## src/rtl/usr_nibble_packer.sv

```systemverilog
// Packs 4-bit nibbles into 4*NIBBLES-bit words using a two-deep store: an accumulator plus an output register.
// Define USR_PACKER_PARITY_EN to add the registered out_parity output.
module usr_nibble_packer #(
  parameter int NIBBLES   = 4,
  parameter bit MSB_FIRST = 1'b1
) (
  input  logic                           clock,
  input  logic                           reset,
  input  logic                           in_valid,
  input  logic [3:0]                     in_nibble,
  input  logic                           in_last,
  output logic                           in_ready,
  output logic                           out_valid,
  output logic [4*NIBBLES-1:0]           out_word,
  output logic [$clog2(NIBBLES+1)-1:0]   out_count,
  input  logic                           out_ready
`ifdef USR_PACKER_PARITY_EN
  ,
  output logic                           out_parity
`endif
);

  localparam int W  = 4 * NIBBLES;
  localparam int CW = $clog2(NIBBLES + 1);

  localparam logic [0:0] FILL = 1'b0;
  localparam logic [0:0] PEND = 1'b1;

  logic [0:0]    state_q, state_d;
  logic [W-1:0]  acc_word_q, acc_word_d;
  logic [CW-1:0] acc_count_q, acc_count_d;
  logic          out_valid_q, out_valid_d;
  logic [W-1:0]  out_word_q, out_word_d;
  logic [CW-1:0] out_count_q, out_count_d;
  logic          in_ready_q, in_ready_d;

  logic          accept;
  logic          take;
  logic          complete;
  logic [W-1:0]  merged_word;
  logic [CW-1:0] merged_count;

  always_comb begin
    state_d      = state_q;
    acc_word_d   = acc_word_q;
    acc_count_d  = acc_count_q;
    out_valid_d  = out_valid_q;
    out_word_d   = out_word_q;
    out_count_d  = out_count_q;

    merged_word = acc_word_q;
    for (int i = 0; i < NIBBLES; i++) begin
      if (acc_count_q == CW'(i)) begin
        if (MSB_FIRST) merged_word[4*(NIBBLES-1-i) +: 4] = in_nibble;
        else           merged_word[4*i +: 4]             = in_nibble;
      end
    end
    merged_count = acc_count_q + CW'(1);

    accept   = in_valid && in_ready_q;
    take     = out_valid_q && out_ready;
    complete = accept && ((merged_count == CW'(NIBBLES)) || in_last);

    if (take) out_valid_d = 1'b0;

    if (state_q == FILL) begin
      if (complete) begin
        // A same-edge take frees the output register, so the new word can go straight in.
        if (!out_valid_q || take) begin
          out_valid_d = 1'b1;
          out_word_d  = merged_word;
          out_count_d = merged_count;
          acc_word_d  = '0;
          acc_count_d = '0;
        end else begin
          state_d     = PEND;
          acc_word_d  = merged_word;
          acc_count_d = merged_count;
        end
      end else if (accept) begin
        acc_word_d  = merged_word;
        acc_count_d = merged_count;
      end
    end else if (take) begin
      out_valid_d = 1'b1;
      out_word_d  = acc_word_q;
      out_count_d = acc_count_q;
      acc_word_d  = '0;
      acc_count_d = '0;
      state_d     = FILL;
    end

    in_ready_d = (state_d == FILL);
  end

  always_ff @(posedge clock or negedge reset) begin
    if (!reset) begin
      state_q     <= FILL;
      acc_word_q  <= '0;
      acc_count_q <= '0;
      out_valid_q <= 1'b0;
      out_word_q  <= '0;
      out_count_q <= '0;
      in_ready_q  <= 1'b0;
    end else begin
      state_q     <= state_d;
      acc_word_q  <= acc_word_d;
      acc_count_q <= acc_count_d;
      out_valid_q <= out_valid_d;
      out_word_q  <= out_word_d;
      out_count_q <= out_count_d;
      in_ready_q  <= in_ready_d;
    end
  end

  assign in_ready  = in_ready_q;
  assign out_valid = out_valid_q;
  assign out_word  = out_word_q;
  assign out_count = out_count_q;

`ifdef USR_PACKER_PARITY_EN
  logic out_parity_q, out_parity_d;

  always_comb begin
    out_parity_d = ^out_word_d;
  end

  always_ff @(posedge clock or negedge reset) begin
    if (!reset) out_parity_q <= 1'b0;
    else        out_parity_q <= out_parity_d;
  end

  assign out_parity = out_parity_q;
`endif

endmodule

```

## config.mk

```make
export PLATFORM = sky130hd
export DESIGN_NAME = usr_nibble_packer
export DESIGN_NICKNAME = d
export VERILOG_FILES = /design/src/rtl/usr_nibble_packer.sv
export SDC_FILE = /design/constraint.sdc
export NUM_CORES = 1
export LEC_CHECK = 0
export ABC_AREA = 1
export BUFFER_PORTS_ARGS = -buffer_cell sky130_fd_sc_hd__clkbuf_2
export CORE_UTILIZATION = 25
export DETAILED_ROUTE_END_ITERATION = 8
export PLACE_DENSITY = 0.39
export SETUP_SLACK_MARGIN = 0.3
export SLEW_MARGIN = 10
export SYNTH_ARGS = -nofsm -noshare
export SYNTH_HDL_FRONTEND = slang
export SYNTH_SLANG_ARGS = --single-unit
```

## constraint.sdc

```tcl
create_clock -name clock -period 4.3 [get_ports clock]
set_input_delay 0.43 -clock clock [delete_from_list [all_inputs] [get_ports clock]]
set_output_delay 0.43 -clock clock [all_outputs]
set_load 0.05 [all_outputs]
```

==> impl_results.md, run 1 <==
* Die ar. at 8920 um^2
* Final setup violation count at 0
* Post-synth EDFFs at 0
* Area of the multi-input gates at 906 um^2
* Aggregate negative setup slack at 0 ns
* Vias at 1,737
* Synth area leader: dfrtp_1
* CP Max Fanout at 25
* H-tree depth at 2
* Initial DRC count at 92
* Power per cell area at 809 nW/um^2
* # fillers at 936
* Global-route wire length before repair at 8530 um
* Crit Path Class: reg -> reg
* Total global-route track usage at 12.5%
* Skew-Pair Late Insertion Delay at 0.30 ns
* Yosys cell types at 23
* Final Max Tran Viols at 0
* Ranking of synthesized cells by area: dfrtp_1, nand2_1, inv_1, o21ai_0, nand3_1
* LEAKAGE at 1.35 nW
* Initial antenna violation count at 0
* Area of the core at 8260 um^2
* XOR/XNOR Fraction of Synth Area at 0%
* Number of buffers added on ports at 29
* Largest net degree at the start of global routing at 42
* Drt wl/cell at 12.1 um
* First-pass DRT Iterations at 4
* Status: finished clean
* Unrepaired setup endpoints after global routing: false
* Synth Warn # at 0
* Synth Area in Compound Gates at 7.79%
* Chip height at 94.5 um
* Max-capacitance violation count at 0
* Register area at 1030 um^2
* Mux cell area share after synthesis at 0%
* Initial Util at 25.9%
* Layout cells sized above 1 at 15.8%
* Largest family of logic cells by synthesized area: simple AND/OR/NAND/NOR gates
* Share of synthesized flip-flops with an asynchronous set or reset at 100%
* Number of global-route vias before repair at 1,696
* Final net count at 324
* Hold-fix buffer count after cts at 0
* Synth Area in Adders at 2.93%
* CTS Sinks at 41
* Max Clock Freq at 419 MHz
* Final wirelength at 5030 um
* DR vias/cell at 4.18
* Post-Syn Area at 2140 um^2
* Top cells by count, synth: nand2_1, dfrtp_1, inv_1
* Ys flop type: dfrtp_1
* Clock slew seen by the registers of the worst setup and hold paths at 0.08 ns
* Seq/Total Area, Yosys at 48.0%
* CTS tree: done
* GRT Residual Overflow at 0
* Hold Crit Class: in -> async
* Final core occ at 29.7%
* Worst reg2reg setup slack at 1.91 ns
* Layout area overhead at 14.8%
* # diodes at 0
* Setup repair bufs after CTS at 0
* Clock skew at 0.00605 ns
* Final Cycle Share at 55.5%
* DRC at 0
* WHS at 0.193 ns
* Longest Clk Path Bufs at 2
* Cells after Synth at 283
* Simple-Gate Fraction of Synth Area at 31.7%
* GPL Wtd Cong at 0.700
* Antenna Nets Post-Route at 0
* Setup crit end kind: flip-flop
* Cts repair resizes at 0
* Net count after synthesis at 297
* Row cnt at 33
* I/O Pins at 30
* Peak supply drop at 0.354 mV
* Relative max-transition margin at 37.9%
* Arr. time, crit path at 2.61 ns
* Yosys top cell area share at 48.0%
* Worst path required time at 4.52 ns
* DIE WIDTH at 94.5 um
* CP Launch Type: flip-flop
* Final period demand of the worst path at 2.39 ns
* Count leader, synth: nand2_1
* Clk root buf: clkbuf_8
* Tot Pwr at 0.00199 W
* Syn_area_per_cell at 7.55 um^2
* Final HPWL DP at 3270 um
* Synthesis-stage register bit count at 41
* Num CTS Buffers at 5
* Worst slew pin tran at 0.931 ns
* Final Hold Vio Count at 0
final cells by class:
cell class	instances	share of cell area, %
Tap cell	105	5.35
Multi-Input combinational cell	202	36.9
Timing Repair Buffer	30	6.22
Clock inverter	1	1.22
Sequential cell	41	41.8
Clock buffer	7	3.52
Inverter	30	4.95
cells by family (layout without fill, tap and decap cells):
| family | count (synthesis) | count (layout) |
|---|---|---|
| AND/OR/NAND/NOR | 166 | 166 |
| buffers and inverters | 40 | 68 |
| flip-flops | 41 | 41 |
| adder cells (fa/ha/maj) | 5 | 5 |
| AO/OA/AOI/OAI | 31 | 31 |
cells in the final DEF (no fill, tap or decap):
cell,n
inv_6,1
nand2_1,146
ha_1,5
nand2_2,2
a21oi_1,4
nor2_4,1
bufinv_16,1
dfrtp_1,41
nand3_4,1
clkbuf_2,29
buf_4,1
inv_4,1
nand2_4,1
o21ai_0,16
o21ai_1,10
inv_1,25
clkinv_2,1
inv_2,2
nand3_1,14
clkbuf_1,1
or2_2,1
a21oi_4,1
clkbuf_8,6
metal layers:
metal  vias up  wire [um]  GRT usage (%)
met4         0         68           3.79
met2        30       2200           19.9
li1        917          -              -
met1       785       2580           17.0
met5         -          0              0
met3         5        183           2.90
flip-flops by register name (all words and copies together), names as in the netlist:
signal	cells
acc_count_q	3
acc_word_q	16
in_ready	1
out_count	3
out_valid	1
out_word	16
state_q	1
critical path, cell delays in order (launching register included):
cell and delay [ns]:
dfrtp_1 0.96, inv_6 0.18, nand2_1 0.12, nand2_1 0.41
inv_2 0.16, nand2_2 0.24, o21ai_0 0.23
through the flow:
| step | setup WS (ns) | instance area, um^2 | cells |
|---|---|---|---|
| 2_1_floorplan | 2.69 | 2140 | 283 |
| 3_3_place_gp | 1.86 | 2340 | 408 |
| 3_5_place_dp | 1.83 | 2340 | 408 |
| 4_1_cts | 1.83 | 2450 | 416 |
| 5_1_grt | 1.60 | 2450 | 416 |
| 6_report | 1.91 | 2450 | 416 |
path summary, 6_finish.rpt:
path / cells past startpoint / end / from
min in group clock: 2 / out_word[10] / out_word[10]
setup reg to reg: 6 / acc_word_q[15] / state_q
hold / removal: 2 / out_word[11] / reset
setup / recovery: 6 / acc_word_q[15] / state_q
hold reg to reg: 2 / out_word[10] / out_word[10]
max in group asynchronous: 2 / out_word[8] / reset
power by group:
part	internal, W	switching [W]
Clock	0.000189	0.000141
Sequential	0.000527	0.000121
Combinational	0.000266	0.000742
Power figures use the tool's default switching activity.
==> run 2, diff against run 1 <==
--- a/config.mk
+++ b/config.mk
@@ -9,7 +9,7 @@
 export BUFFER_PORTS_ARGS = -buffer_cell sky130_fd_sc_hd__clkbuf_2
 export CORE_UTILIZATION = 25
 export DETAILED_ROUTE_END_ITERATION = 8
-export PLACE_DENSITY = 0.39
+export PLACE_DENSITY = 0.41
 export SETUP_SLACK_MARGIN = 0.3
 export SLEW_MARGIN = 10
 export SYNTH_ARGS = -nofsm -noshare
==> constraint.sdc (replaced) <==
create_clock -name clock -period 2 [get_ports clock]
set_input_delay 0.2 -clock clock [delete_from_list [all_inputs] [get_ports clock]]
set_output_delay 0.2 -clock clock [all_outputs]
set_load 0.05 [all_outputs]
==> run 2 against run 1 <==
  * Sequential share of layout area fell by 1.2 points
  * Clock-buffer cell count stayed put
  * Combinational power up 130%
  * Non-clock buffer count up 7
  * Clock power grew 120%
  * Critical path depth up 4
  * Setup slack got worse by 1.5 ns
  * Wire length is 2.1% higher
  * Clock skew is 0.00087 ns higher
==> impl_results.md, run 2 (synthesis results as in run 1) <==
* Register area at 1030 um^2 (+0.12%)
* Clock share of power at 16.2% (-0.4 points)
* Combinational Power Share at 53.5% (+2.7 points)
* H-tree depth at 2 (unchanged)
* Final wirelength at 5140 um (+2.1%)
* Clk root buf: clkbuf_8
* Antenna Nets Post-Route at 0 (unchanged)
* Unrepaired setup endpoints after global routing: true
* Tot Pwr at 0.00440 W (+120%)
* Initial antenna violation count at 0 (unchanged)
* Chip height at 94.5 um (unchanged)
* Area of the core at 8260 um^2 (unchanged)
* Most common cell after layout, fill and taps aside: nand2_1
* Hold Crit Class: in -> reg
* Number of global-route vias before repair at 1,770 (+4.4%)
* Final net count at 331 (+2.2%)
* Number of buffers added on ports at 29 (unchanged)
* Setup crit end kind: flip-flop
* Area of the multi-input gates at 911 um^2 (+0.55%)
* DRC at 0 (unchanged)
* CP Max Fanout at 10 (-60%)
* DR vias/cell at 4.18 (+0.21%)
* Die ar. at 8920 um^2 (unchanged)
* Sequential share of power at 30.3% (-2.3 points)
* CTS Sinks at 41 (unchanged)
* Arr. time, crit path at 1.80 ns (-0.81 ns)
* Switching Fraction at 49.9% (-0.65 points)
* Sw Pwr at 0.00220 W (+120%)
* Setup repair bufs after CTS at 0 (unchanged)
* Final period demand of the worst path at 1.56 ns (-0.830 ns)
* Worst path required time at 2.24 ns (-2.28 ns)
* # fillers at 955 (+2.0%)
* Clock skew at 0.00692 ns (+0.000866 ns)
* Final Hold Vio Count at 0 (unchanged)
* Row cnt at 33 (unchanged)
* Initial DRC count at 79 (-14%)
* CP dominant cell by count: nand2_1
* CP Launch Type: flip-flop
* Longest Clk Path Bufs at 2 (unchanged)
* Worst slew pin tran at 0.562 ns (-0.369 ns)
* # diodes at 0 (unchanged)
* Aggregate negative setup slack at 0 ns (unchanged)
* Final setup violation count at 0 (unchanged)
* Final Cycle Share at 77.9% (+22 points)
* Final Max Tran Viols at 0 (unchanged)
* Status: finished clean
* Initial Util at 25.9% (unchanged)
* Relative max-transition margin at 62.6% (+25 points)
* LEAKAGE at 1.39 nW (+2.8%)
* Worst path slowest cell: dfrtp_2
* Layout cells sized above 1 at 17.6% (+1.9 points)
* Peak supply drop at 0.698 mV (+97%)
* Crit Path Class: reg -> reg
* I/O Pins at 30 (unchanged)
* Max Clock Freq at 642 MHz (+53%)
* Num CTS Buffers at 5 (unchanged)
* Worst path cell trace: ha_1 -> ha_1 -> inv_4 -> nand2_4 -> nand3_4 -> nand2_1 -> nand2_2 -> buf_4 -> nand2_1 -> nand2_1
* Global-route wire length before repair at 8880 um (+4.1%)
* Final HPWL DP at 3350 um (+2.4%)
* GPL Wtd Cong at 0.705 (+0.81%)
* DIE WIDTH at 94.5 um (unchanged)
* Total global-route track usage at 13.2% (+0.63 points)
* Commonest non-fill, non-tap cells in the layout: nand2_1, dfrtp_1, clkbuf_2
* CTS tree: done
* Power per cell area at 1740 nW/um^2 (+120%)
* First-pass DRT Iterations at 4 (unchanged)
* Int Power at 0.00221 W (+120%)
* Drt wl/cell at 12.1 um (+0.38%)
* Skew-Pair Late Insertion Delay at 0.30 ns (about the same)
* Largest net degree at the start of global routing at 42 (unchanged)
* Final core occ at 30.6% (+0.89 points)
* Vias at 1,770 (+1.9%)
* Clock slew seen by the registers of the worst setup and hold paths at 0.08 ns (about the same)
* GRT Residual Overflow at 0 (unchanged)
* Max-capacitance violation count at 0 (unchanged)
* Layout area overhead at 18.3%
* Largest stage delay on the critical path at 0.44 ns (-0.52 ns)
## run 2: changes by cell type in the layout (fill, tap and decap cells not counted)
cell           previous run  this run
buf_12                    0         1
o21ai_1                  10        13
nand2_2                   2         1
o21ai_0                  16        13
dlygate4sd3_1             0         1
dfrtp_2                   0         1
buf_4                     1         6
nand2_4                   1         2
dfrtp_1                  41        40
## run 2: through the flow
stage | hold WS [ns] | setup WS (ns) | cell area (um^2) | cells
after global placement | 0.326 | 0.386 | 2390 | 414
after floorplan | -0.0956 | 0.392 | 2140 | 283
final | 0.273 | 0.443 | 2530 | 423
after global routing | 0.292 | 0.295 | 2530 | 423
after detailed placement | 0.328 | 0.343 | 2390 | 414
after CTS | 0.266 | 0.330 | 2520 | 423
## run 2: path summary, 6_finish.rpt
| check | from | to | slack (ns) | cells past startpoint |
|---|---|---|---|---|
| max in group asynchronous | reset | acc_count_q[0] | 1.07 | 3 |
| setup reg to reg | acc_count_q[0] | out_word[10] | 0.44 | 10 |
| hold reg to reg | out_word[5] | out_word[5] | 0.48 | 2 |
| setup / recovery | acc_count_q[0] | out_word[10] | 0.44 | 10 |
| hold / removal | out_ready | state_q | 0.27 | 4 |
| min in group asynchronous | reset | out_word[10] | 0.52 | 3 |
## run 2: layout make-up
class,count,area share (%)
Clock inverter,1,1.19
Tap cell,105,5.20
Timing Repair Buffer,37,8.71
Inverter,30,4.80
Multi-Input combinational cell,202,36.0
Sequential cell,41,40.6
Clock buffer,7,3.42
## run 2: routing by layer
layer	share of wire, %	global-route usage [%]	vias to the layer above	wire length, um
met2	43	20.8	33	2200
met1	52	18.1	796	2690
met4	1.3	3.79	0	69
met5	0	0	-	0
li1	-	-	933	-
met3	3.5	2.74	8	178
## run 2: power by group through the flow
stage	logic, W	clock network (W)	registers [W]
after detailed placement	0.00239	0	0.00135
after floorplan	0.00132	0	0.00186
after global placement	0.00238	0	0.00134
after global routing	0.00270	0.000768	0.00138
final	0.00236	0.000715	0.00133
after CTS	0.00239	0.000744	0.00133
## run 2: worst max-delay path: cells and delay by family (launching register included)
kind	cells	cell delay [ns]
AND/OR/NAND/NOR	6	0.39
buffers and inverters	2	0.24
flip-flops	1	0.44
adder cells (fa/ha/maj)	2	0.43
## run 2: what timing repair did
item                       4_1_cts  5_1_grt
setup endpoints to repair        0       23
gates resized for setup          0        5
hold buffers                     1        0
hold endpoints to repair         7        0
==> run 3, diff against run 2 <==
--- a/config.mk
+++ b/config.mk
@@ -9,7 +9,7 @@
 export BUFFER_PORTS_ARGS = -buffer_cell sky130_fd_sc_hd__clkbuf_2
 export CORE_UTILIZATION = 25
 export DETAILED_ROUTE_END_ITERATION = 8
-export PLACE_DENSITY = 0.41
+export PLACE_DENSITY = 0.39
 export SETUP_SLACK_MARGIN = 0.3
 export SLEW_MARGIN = 10
 export SYNTH_ARGS = -nofsm -noshare
==> constraint.sdc (replaced) <==
create_clock -name clock -period 1.6 [get_ports clock]
set_input_delay 0.16 -clock clock [delete_from_list [all_inputs] [get_ports clock]]
set_output_delay 0.16 -clock clock [all_outputs]
set_load 0.05 [all_outputs]
==> run 3 against run 2 <==
  * Via count rose by 7.9%
  * Power rose by 52%
  * Worst hold slack got worse by 0.060 ns
==> impl_results.md, run 3 (synthesis results as in run 1) <==
* Max-capacitance violation count at 0 (unchanged)
* Area of the core at 8260 um^2 (unchanged)
* Worst path cell trace: ha_2 -> ha_4 -> inv_4 -> nand2_4 -> nand3_4 -> a21oi_4 -> buf_6 -> buf_12 -> nand2_2 -> nand2_1
* Fin cells at 441 (+4.3%)
* Final wirelength at 6420 um (+25%)
* CP Max Fanout at 5 (-5)
* Number of global-route vias before repair at 1,944 (+9.8%)
* Final period demand of the worst path at 1.52 ns (-0.0381 ns)
* Longest Clk Path Bufs at 2 (unchanged)
* Final Max Tran Viols at 0 (unchanged)
* Clk root buf: clkbuf_8
* DRC at 0 (unchanged)
* Final core occ at 35.8% (+5.2 points)
* Layout cells sized above 1 at 36.3% (+19 points)
* GPL Wtd Cong at 0.725 (+2.8%)
* FF-to-FF End: out_word[9]
* DIE WIDTH at 94.5 um (unchanged)
* Largest net degree at the start of global routing at 20 (-52%)
* CTS Sinks at 41 (unchanged)
* Tot Pwr at 0.00671 W (+52%)
* WHS Path Cells at 4 (unchanged)
* Status: finished clean
* Power per cell area at 2270 nW/um^2 (+30%)
* Antenna Nets Post-Route at 0 (unchanged)
* Setup crit end kind: flip-flop
* Worst slew pin tran at 0.418 ns (-0.144 ns)
* Final net count at 349 (+5.4%)
* Hold Crit Class: in -> reg
* Aggregate negative setup slack at 0 ns (unchanged)
* Initial Util at 25.9% (unchanged)
* Relative max-transition margin at 72.2% (+9.6 points)
* Skew-Pair Late Insertion Delay at 0.30 ns (about the same)
* Final setup violation count at 0 (unchanged)
* I/O Pins at 30 (unchanged)
* Largest stage delay on the critical path at 0.37 ns (-0.07 ns)
* Global-route wire length before repair at 10,300 um (+15%)
* First-pass DRT Iterations at 4 (unchanged)
* # diodes at 0 (unchanged)
* Drt wl/cell at 14.6 um (+20%)
* Crit Path Class: reg -> reg
* Row cnt at 33 (unchanged)
* Most common cell after layout, fill and taps aside: nand2_1
* FF-to-FF path depth at 10 (unchanged)
* DR vias/cell at 4.33 (+3.5%)
* Arr. time, crit path at 1.76 ns (-0.04 ns)
* Worst path required time at 1.84 ns (-0.40 ns)
* CP Launch Type: flip-flop
* DP Cell Count at 416 (+0.48%)
* Die ar. at 8920 um^2 (unchanged)
* GRT Residual Overflow at 0 (unchanged)
* Layout area overhead at 38.3%
* Hold Crit Start: out_ready
* Total global-route track usage at 15.6% (+2.5 points)
* H-tree depth at 2 (unchanged)
* RR Startpoint: acc_count_q[0]
* Final HPWL DP at 3690 um (+10%)
* CTS tree: done
* Worst path slowest cell: dfrtp_1
* Final Cycle Share at 94.9% (+17 points)
* Chip height at 94.5 um (unchanged)
* Unrepaired setup endpoints after global routing: true
* Peak supply drop at 0.795 mV (+14%)
* Post-DP Area at 2450 um^2 (+2.2%)
* Vias at 1,909 (+7.9%)
* LEAKAGE at 1.57 nW (+13%)
* Num CTS Buffers at 5 (unchanged)
* Commonest non-fill, non-tap cells in the layout: nand2_1, dfrtp_1, clkbuf_2
* Clock slew seen by the registers of the worst setup and hold paths at 0.09 ns (about the same)
* Number of buffers added on ports at 29 (unchanged)
* Initial antenna violation count at 0 (unchanged)
* Worst reg2reg setup slack at 0.08 ns (-0.36 ns)
* Finished Cell Area at 2960 um^2 (+17%)
* Initial DRC count at 54 (-32%)
* Clock skew at 0.00721 ns (+0.000296 ns)
* # fillers at 919 (-3.8%)
* Max Clock Freq at 658 MHz (+2.5%)
* Hold EP: state_q
* Final Hold Vio Count at 0 (unchanged)
==> run 3: cell types whose count changed in the layout (fill, tap and decap cells not counted), sizes merged <==
cell	change
clkbuf	+1
nand2	+3
buf	+14
==> run 3: what timing repair did <==
action                                  4_1_cts  5_1_grt
endpoints found under the hold margin        13        0
buffers inserted                              9        1
gates resized for setup                      26       38
hold buffers                                  1        0
cloned                                        4        2
endpoints found under the setup margin       40       41
pin swaps                                    11       14
==> run 3: through the flow <==
step / setup WS [ns] / hold WS (ns)
finish: 0.0810 / 0.213
detailed placement: 0.0392 / 0.115
global route: 0.0121 / 0.235
CTS: 0.0880 / 0.194
global placement: 0.0896 / 0.119
floorplan: 0.0853 / -0.136
==> run 3: worst max-delay path by stage <==
stage,start,end,slack (ns),cells after the start
5_1_grt,acc_count_q[1],out_count[2],0.01,10
3_3_place_gp,acc_count_q[1],out_count[0],0.09,9
2_1_floorplan,acc_count_q[0],out_count[2],0.09,10
4_1_cts,acc_count_q[0],out_word[5],0.09,10
3_5_place_dp,acc_count_q[0],out_word[9],0.04,9
6_report,acc_count_q[0],out_word[9],0.08,10
==> run 3: final cells by class <==
type	count	area, um^2	share of cell area (%)
multi-input cells	205	1140	38.6
clock inverters	1	30.0	1.02
well taps	105	131	4.45
clock buffers	7	86.3	2.92
inverters	30	124	4.19
repair buffers	52	414	14.0
flip-flops and latches	41	1030	34.8
==> run 3: power by group <==
| part | internal [W] | switching (W) |
|---|---|---|
| combinational | 0.00140 | 0.00273 |
| clock | 0.000510 | 0.000403 |
| sequential | 0.00142 | 0.000248 |
==> run 3: metal layers <==
metal / wire (um) / up-vias / share of wire [%] / GRT usage, %
li1: - / 979 / - / -
met1: 3250 / 890 / 51 / 21.3
met2: 2910 / 34 / 45 / 25.2
met3: 188 / 6 / 2.9 / 2.90
met4: 68 / 0 / 1.1 / 4.42
met5: 0 / - / 0 / 0
==> run 3: critical path: cells and delay by family, from the launching register on <==
kind | cells | cell delay (ns)
adder cells (fa/ha/maj) | 2 | 0.35
buffers and inverters | 3 | 0.33
flip-flops | 1 | 0.37
AND/OR/NAND/NOR | 4 | 0.24
AO/OA/AOI/OAI | 1 | 0.16
